<file path="src/rtl/alu_div_pkg.sv">
// rtl/alu_div_pkg.sv - shared op encodings, FSM states and default width for the sequential divider
package alu_div_pkg;

    localparam int DIV_WIDTH = 32;

    // funct3[1:0] of the RV32M divide group
    localparam logic [1:0] OP_DIV  = 2'b00;
    localparam logic [1:0] OP_DIVU = 2'b01;
    localparam logic [1:0] OP_REM  = 2'b10;
    localparam logic [1:0] OP_REMU = 2'b11;

    typedef enum logic [1:0] {
        IDLE = 2'b00,
        CALC = 2'b01,
        FIN  = 2'b10
    } div_state_e;

endpackage

</file>
<file path="src/rtl/alu_div_step.sv">
// rtl/alu_div_step.sv - one combinational restoring-division iteration on magnitudes
module alu_div_step #(
    parameter int WIDTH = 32
) (
    input  logic [WIDTH:0]   r,
    input  logic [WIDTH-1:0] q,
    input  logic [WIDTH-1:0] b,
    output logic [WIDTH:0]   r_next,
    output logic [WIDTH-1:0] q_next
);

    logic [WIDTH:0] r_sh;
    logic [WIDTH:0] trial;

    always_comb begin
        // r is always below b, so its top bit is zero and the shift cannot lose data
        r_sh  = (r << 1) | {{WIDTH{1'b0}}, q[WIDTH-1]};
        trial = r_sh - {1'b0, b};
        if (trial[WIDTH]) begin
            r_next = r_sh;
            q_next = {q[WIDTH-2:0], 1'b0};
        end else begin
            r_next = trial;
            q_next = {q[WIDTH-2:0], 1'b1};
        end
    end

endmodule

</file>
<file path="src/rtl/alu_seq_divider.sv">
// rtl/alu_seq_divider.sv - multi-cycle radix-2 restoring DIV/DIVU/REM/REMU unit beside the ALU
module alu_seq_divider
    import alu_div_pkg::*;
#(
    parameter int WIDTH = DIV_WIDTH
) (
    input  logic             i_clk,
    input  logic             i_rst,
    input  logic             i_start,
    input  logic [1:0]       i_op,
    input  logic [WIDTH-1:0] i_a,
    input  logic [WIDTH-1:0] i_b,
    output logic             o_busy,
    output logic             o_valid,
    output logic [WIDTH-1:0] o_result,
    output logic             o_div_zero
);

    localparam int CW = (WIDTH > 1) ? $clog2(WIDTH) : 1;
    localparam logic [CW-1:0]    LAST    = CW'(WIDTH - 1);
    localparam logic [WIDTH-1:0] MIN_VAL = {1'b1, {(WIDTH-1){1'b0}}};

    div_state_e       state, state_nxt;
    logic [CW-1:0]    cnt;
    logic [WIDTH:0]   rem_r;
    logic [WIDTH-1:0] quo_r;
    logic [WIDTH-1:0] bmag_r;
    logic [1:0]       op_r;
    logic             negq_r;
    logic             negr_r;

    logic             a_neg, b_neg, b_zero, ovf, fast;
    logic [WIDTH-1:0] a_mag, b_mag, fast_res;
    logic [WIDTH:0]   step_r;
    logic [WIDTH-1:0] step_q, calc_quo, calc_rem, calc_res;

    // Magnitudes and sign info; -MIN_VAL wraps to itself, which is the correct unsigned magnitude
    always_comb begin
        a_neg    = ~i_op[0] & i_a[WIDTH-1];
        b_neg    = ~i_op[0] & i_b[WIDTH-1];
        a_mag    = a_neg ? (~i_a + 1'b1) : i_a;
        b_mag    = b_neg ? (~i_b + 1'b1) : i_b;
        b_zero   = (i_b == '0);
        ovf      = ~i_op[0] & (i_a == MIN_VAL) & (i_b == '1);
        fast     = b_zero | ovf;
        if (b_zero) begin
            fast_res = i_op[1] ? i_a : '1;
        end else begin
            fast_res = i_op[1] ? '0 : MIN_VAL;
        end
    end

    alu_div_step #(.WIDTH(WIDTH)) u_step (
        .r      (rem_r),
        .q      (quo_r),
        .b      (bmag_r),
        .r_next (step_r),
        .q_next (step_q)
    );

    always_comb begin
        calc_quo = negq_r ? (~step_q + 1'b1) : step_q;
        calc_rem = negr_r ? (~step_r[WIDTH-1:0] + 1'b1) : step_r[WIDTH-1:0];
        calc_res = op_r[1] ? calc_rem : calc_quo;
    end

    always_ff @(posedge i_clk or posedge i_rst) begin
        if (i_rst) begin
            state <= IDLE;
        end else begin
            state <= state_nxt;
        end
    end

    always_comb begin
        state_nxt = state;
        case (state)
            IDLE:    if (i_start) state_nxt = fast ? FIN : CALC;
            CALC:    if (cnt == LAST) state_nxt = FIN;
            FIN:     state_nxt = IDLE;
            default: state_nxt = IDLE;
        endcase
    end

    assign o_busy = (state == CALC) || (state == FIN);

    always_ff @(posedge i_clk or posedge i_rst) begin
        if (i_rst) begin
            cnt        <= '0;
            rem_r      <= '0;
            quo_r      <= '0;
            bmag_r     <= '0;
            op_r       <= '0;
            negq_r     <= 1'b0;
            negr_r     <= 1'b0;
            o_valid    <= 1'b0;
            o_result   <= '0;
            o_div_zero <= 1'b0;
        end else begin
            o_valid <= (state == FIN);
            case (state)
                IDLE: begin
                    if (i_start) begin
                        op_r   <= i_op;
                        negq_r <= a_neg ^ b_neg;
                        negr_r <= a_neg;
                        bmag_r <= b_mag;
                        quo_r  <= a_mag;
                        rem_r  <= '0;
                        cnt    <= '0;
                        if (fast) begin
                            o_result   <= fast_res;
                            o_div_zero <= b_zero;
                        end
                    end
                end
                CALC: begin
                    rem_r <= step_r;
                    quo_r <= step_q;
                    cnt   <= cnt + 1'b1;
                    // Final iteration: fix up signs straight from the step outputs
                    if (cnt == LAST) begin
                        o_result   <= calc_res;
                        o_div_zero <= 1'b0;
                    end
                end
                default: ;
            endcase
        end
    end

endmodule

</file>
<file path="config.mk">
export PLATFORM = sky130hd
export DESIGN_NAME = alu_seq_divider
export DESIGN_NICKNAME = d
export VERILOG_FILES = /design/src/rtl/alu_div_pkg.sv /design/src/rtl/alu_div_step.sv /design/src/rtl/alu_seq_divider.sv
export SDC_FILE = /design/constraint.sdc
export NUM_CORES = 1
export LEC_CHECK = 0
export CAP_MARGIN = 20
export CORE_MARGIN = 10
export CORE_UTILIZATION = 39
export DETAILED_ROUTE_END_ITERATION = 8
export GPL_ROUTABILITY_DRIVEN = 0
export GPL_TIMING_DRIVEN = 0
export PLACE_DENSITY = 0.66
export SLEW_MARGIN = 30
export SYNTH_ARGS = -nofsm -noshare
export SYNTH_HDL_FRONTEND = slang
export SYNTH_SLANG_ARGS = --single-unit
</file>
<file path="constraint.sdc">
create_clock -name i_clk -period 6.8 [get_ports i_clk]
set_input_delay 1.36 -clock i_clk [delete_from_list [all_inputs] [get_ports i_clk]]
set_output_delay 1.36 -clock i_clk [all_outputs]
set_load 0.01 [all_outputs]
</file>
Word level (Yosys, flattened, before mapping)
Index checks and enable logic that the tools add are counted.
Widths: inputs -> output; s select.
{ "word_totals": {"reg_bits": 141, "input_bits": 69, "out_inout_bits": 35, "word_cells": 73} }
{ "classes": {"addsub": 6, "eq_ne": 8, "muxes": 28, "n_bitwise": 12, "n_reduce_logical": 8} }
{ "ops": {"columns": ["cell", "n"], "rows": [
  ["$mux 32", 14],
  ["$pmux 32 s2", 3],
  ["$add 32x1->32 const B", 4],
  ["$not 32->32", 4],
  ["$eq 32x32->1 const B", 2],
  ["$or 33x1->33", 1],
  ["$sub 33x32->33", 1],
  ["$logic_not 32->1", 1],
  ["$pmux 5 s2", 1],
  ["$mux 2", 3],
  ["$ne 2x2->1 const B", 3],
  ["$reduce_and 2->1", 3],
  ["$add 5x1->5 const B", 1],
  ["$eq 5x5->1 const B", 1],
  ["$mux 5", 1],
  ["$and 1x1->1", 4],
  ["$mux 1", 4],
  ["$pmux 2 s2", 1],
  ["$reduce_and 4->1", 1],
  ["$eq 2x1->1 const B", 1],
  ["$eq 2x2->1 const B", 1],
  ["$logic_not 2->1", 1],
  ["$pmux 1 s2", 1],
  ["$reduce_bool 2->1", 1],
  ["4 further kinds", 4]
]} }

Depth between registers and ports, before layout
{ "logic_depth": {"word_depth": 9, "mapped_depth": 24, "mapped_depth_nobuf": 20} }

By module
A second synthesis with hierarchy kept.
{ "unflattened": {"hier_cells": 1436, "hier_area_um2": 11902.7} }
{ "modules_own_cells": {"columns": ["mod", "n_inst", "cells_per_inst", "area_per_inst_um2", "seq_area_each_um2"], "rows": [
  ["alu_seq_divider", 1, 1045, 9180.1, 3528.4],
  ["alu_div_step", 1, 391, 2722.6, 0.0]
]} }

Worst setup path after synthesis
No wires, ideal clock.
{ "synth_path": {"path_kind": "reg2reg", "from": "register quo_r[31]", "to": "register o_result[28]", "setup_ps": 126, "arrival_ps": 4953, "required_time_ps": 6674, "path_slack_ps": 1721, "path_stages_with_launch": 23, "path_buffers": 2, "period_less_slack_ps": 5079, "path_cell_list": "dfrtp_1 -> inv_1 -> ha_1 -> fa_1 -> nor2b_1 -> o31a_1 -> o21ai_1 -> o211a_1 -> o31ai_2 -> o21a_1 -> xor2_2 -> inv_2 -> clkbuf_1 -> clkbuf_1 -> ha_1 -> nand3_1 -> or3_1 -> or4_1 -> o31ai_1 -> xor2_1 -> o211ai_1 -> a211oi_1 -> a21oi_1"} }
{ "synth_via": {"elab_chain_len": 9, "word_cells_on_any_way": 13, "classes_between": "add/sub (3); mux (7); bitwise (3)"} }
{ "synth_rtl": {"columns": ["element", "line", "rtl"], "rows": [
  ["start, declared", "alu_seq_divider.sv:26", "logic [WIDTH-1:0] quo_r;"],
  ["start signal, assigned", "alu_seq_divider.sv:108", "quo_r <= a_mag;"],
  ["start signal, assigned", "alu_seq_divider.sv:119", "quo_r <= step_q;"],
  ["$or 33x1->33 *", "alu_div_step.sv:17", "r_sh = (r << 1) | {{WIDTH{1'b0}}, q[WIDTH-1]};"],
  ["$sub 33x32->33", "alu_div_step.sv:18", "trial = r_sh - {1'b0, b};"],
  ["$mux 1 / $mux 32 (equally long branches)", "alu_div_step.sv:19", "if (trial[WIDTH]) begin"],
  ["$not 32->32, on equally long branches", "alu_seq_divider.sv:62, alu_seq_divider.sv:63", null],
  ["$add 32x1->32, on equally long branches", "alu_seq_divider.sv:62, alu_seq_divider.sv:63", null],
  ["$mux 32, on equally long branches", "alu_seq_divider.sv:62, alu_seq_divider.sv:63", null],
  ["$mux 32 *", "alu_seq_divider.sv:64", "calc_res = op_r[1] ? calc_rem : calc_quo;"],
  ["$mux 32 *", "alu_seq_divider.sv:122", "if (cnt == LAST) begin"],
  ["$pmux 32 s2 *", "alu_seq_divider.sv:101", "case (state)"],
  ["end signal, assigned", "alu_seq_divider.sv:112", "o_result <= fast_res;"],
  ["end signal, assigned", "alu_seq_divider.sv:123", "o_result <= calc_res;"],
  ["end, declared", "alu_seq_divider.sv:15", "output logic [WIDTH-1:0] o_result,"]
]} }
Every way passes the cells marked *; elsewhere a longest branch is shown, timed or not. The select of a mux whose other input is x is not followed.
A chain may end at the register's enable or synchronous reset.

Worst setup path in the final report
{ "layout_path": {"from": "register quo_r[31]", "to": "register o_result[24]"} }
The elaborated chain is that of the path after synthesis.

==> flow_summary.toml <==
[status]
outcome = "finished, final reports clean"

[floorplan]
chipHeight_um = 193.2
initial_utilization_pct = 39.48
row_count = 63
dieArea_um2 = 37330
coreArea_um2 = 29640
pin_count = 104
die_x_um = 193.2

[critical_path]
start_kind = "flop"
r2r_start = "quo_r[31]"
critPathMaxStageDelay_ps = 410
slowest_stage = "fa_1"
cp-end-kind = "flop"
cp_max_fo = 10
crit_buf_inv = 5
rr_worst_depth = 24
r2r-end = "o_result[24]"
startpoint = "quo_r[31]"
rrSetupSlack_ps = 290
required_ps = 7070
crit_path_cell_trace = "inv_1 -> ha_1 -> fa_1 -> nor2b_1 -> o31a_1 -> o21ai_1 -> o211a_1 -> o31ai_2 -> o21a_1 -> xor2_2 -> buf_6 -> buf_2 -> buf_2 -> nand2_1 -> o21ai_0 -> ha_1 -> clkbuf_1 -> nand3_1 -> nor2_1 -> mux2i_1 -> a211o_1 -> o2111a_1 -> a21oi_1 -> a41oi_1"
cpLargestDelayFamily = "compound AO/OA/AOI/OAI gates"
worst-setup-path-type = "flop to flop"
cp.arrival_ps = 6780

[hold_path]
hold_depth = 2
min_path_type = "flop to flop"
min_to = "bmag_r[3]"
min_from = "bmag_r[3]"

[drt]
wirelength_um = 40550
wire_per_inst_um = 20.53
drc = 0
ant_nets = 0
vias = 11800
drt_first_pass_iters = 8
drt_iter0_markers = 1058
vias_per_cell = 5.976

[final_layout]
diodes = 0
drive_above_1_share_pct = 5.363
most-common-layout-cells = "o21ai_0, nand2_1, dfrtp_1"
layout.nets = 1684
mostFrequentLayoutCell = "o21ai_0"
design_area_um2 = 13830
area_delta_synth_final_pct = 18.19
finish.utilization_pct = 46.66

[clocking]
hold_buffers = 0
path_clk_slew_ps = 60
cts_made_buffers = 17
cts_tree = "done"
clk_path_buf_depth = 2
clk_latency_ps = 440
cts-htree-levels = 4
root_buffer = "clkbuf_16"
clkSinkCount = 140

[timing]
tightest_slew_ps = 915.3
finalSetupViolCount = 0
drv_slew = 0
worst_slack_ps = 288.9
fin_crit_ps = 6511
fin_worst_skew_ps = 12.46
fin_setup_tns_ps = 0
period_share_pct = 95.75
hold_violations = 0
slew-limit-headroom_pct = 38.42
max_freq_ghz = 0.1536
grt_setup_unrepaired = "false"

[yosys]
syn-num-nets = 1562
ys.flop_type = "dfrtp_1"
synthCells = 1450
async_flop_share_pct = 100.0
yosysUniqueCellTypes = 93
synth.yosys.warnings = 0
synth_area_um2 = 11700
ys_seq_area_share_pct = 29.94
synth.avg_cell_area_um2 = 8.069
synth-seq-cells = 140
synth-edff-count = 0

[grt]
grt_max_degree = 87
grt_pass1_wl_um = 63330
grt_overflow_total = 0
antenna_found_initial = 0
grt_usage_pct = 20.68
grt_pass1_vias = 11420

[power_and_ir_drop]
leakagePower_nw = 5.490
ir_worst_vdd_mv = 0.1744
power-per-cell-area_nw_per_um2 = 391.7

[run]
cap_violations = 0

[place]
placed_area_um2 = 13250
pre_cts_ws_ps = 462.7
io_buffers = 102
hpwl_um = 31350
## synth_stat cells (all sizes together) (26+ instances only)
cell type	n	area, µm²
o21ai	174	870.8
nand2	157	589.3
dfrtp	140	3503
nor2	101	379.1
a21oi	90	454.2
xnor2	75	656.9
inv	62	232.7
clkbuf	60	225.2
xor2	56	498.0
mux2i	44	440.4
ha	42	525.5
nor3	32	170.2
a22oi	30	225.2
o31ai	26	200.2
## cell type report
class / instances / area [µm²]
plain buffers: 81 / 337.8
well taps: 390 / 488.0
multi-input cells: 1167 / 7641
clock inverters: 13 / 116.4
inverters: 62 / 240.2
fillers: 3022 / 15810
flip-flops and latches: 140 / 3503
repair buffers: 103 / 1049
clock buffers: 19 / 452.9
## how the worst max path moves through the flow
| stage | to | slack [ps] | cells past startpoint |
|---|---|---|---|
| after global routing | o_result[24] | 40 | 24 |
| final | o_result[24] | 290 | 24 |
| after CTS | o_result[28] | 400 | 22 |
| after detailed placement | o_result[28] | 460 | 22 |
| after floorplan | bmag_r[0] | 1690 | 1 |
| after global placement | bmag_r[4] | -490 | 2 |
## what timing repair did
action                                  4_1_cts  5_1_grt
setup buffers                                 0        0
endpoints found under the setup margin        0        3
gates resized for setup                       0        3
## through the flow
step | power [mW] | std cells | hold WS, ps
floorplan | 3.384 | 1450 | 449.8
global route | 5.793 | 1975 | 503.2
global placement | 4.358 | 1942 | 468.6
detailed placement | 4.413 | 1943 | 470.6
finish | 5.416 | 1975 | 478.4
CTS | 5.358 | 1975 | 485.3
## cell families (layout without fill, tap and decap cells)
family          after synthesis  in the layout  synth area share (%)
compound gates              479            479                 26.49
xor+xnor                    131            131                 9.871
fa+ha+maj                    43             43                 4.663
buf+inv                     143            278                 4.866
flops                       140            140                 29.94
mux                          55             55                 4.855
simple gates                459            459                 19.31
## sequential cells by signal (all words and copies together) (netlist names)
register / cells
o_result: 32
quo_r: 32
bmag_r: 32
cnt: 5
negq_r: 1
o_div_zero: 1
op_r: 1
negr_r: 1
o_valid: 1
state: 2
rem_r: 32
## power by group
part           switching, mW  internal, mW  leakage (nW)
Clock                  0.405         0.524         0.276
Sequential             0.268          1.13          1.80
Combinational           1.93          1.16          3.42
## layer usage
layer	GRT usage (%)	share of wire, %	vias to the layer above
met4	6.953	3.0	0
met5	0	0	-
met1	26.92	43	5697
met2	32.94	46	482
li1	-	-	5548
met3	4.754	7.8	75
## worst reg2reg max path, cell delays in order (launching register included)
cell	delay, ps
dfrtp_1	370
inv_1	70
ha_1	220
fa_1	410
nor2b_1	220
o31a_1	210
o21ai_1	170
o211a_1	330
o31ai_2	420
o21a_1	200
xor2_2	370
buf_6	230
buf_2	340
buf_2	380
nand2_1	90
o21ai_0	190
ha_1	230
clkbuf_1	360
nand3_1	140
nor2_1	120
mux2i_1	180
a211o_1	410
o2111a_1	270
a21oi_1	270
a41oi_1	160
Power figures use the tool's default switching activity.
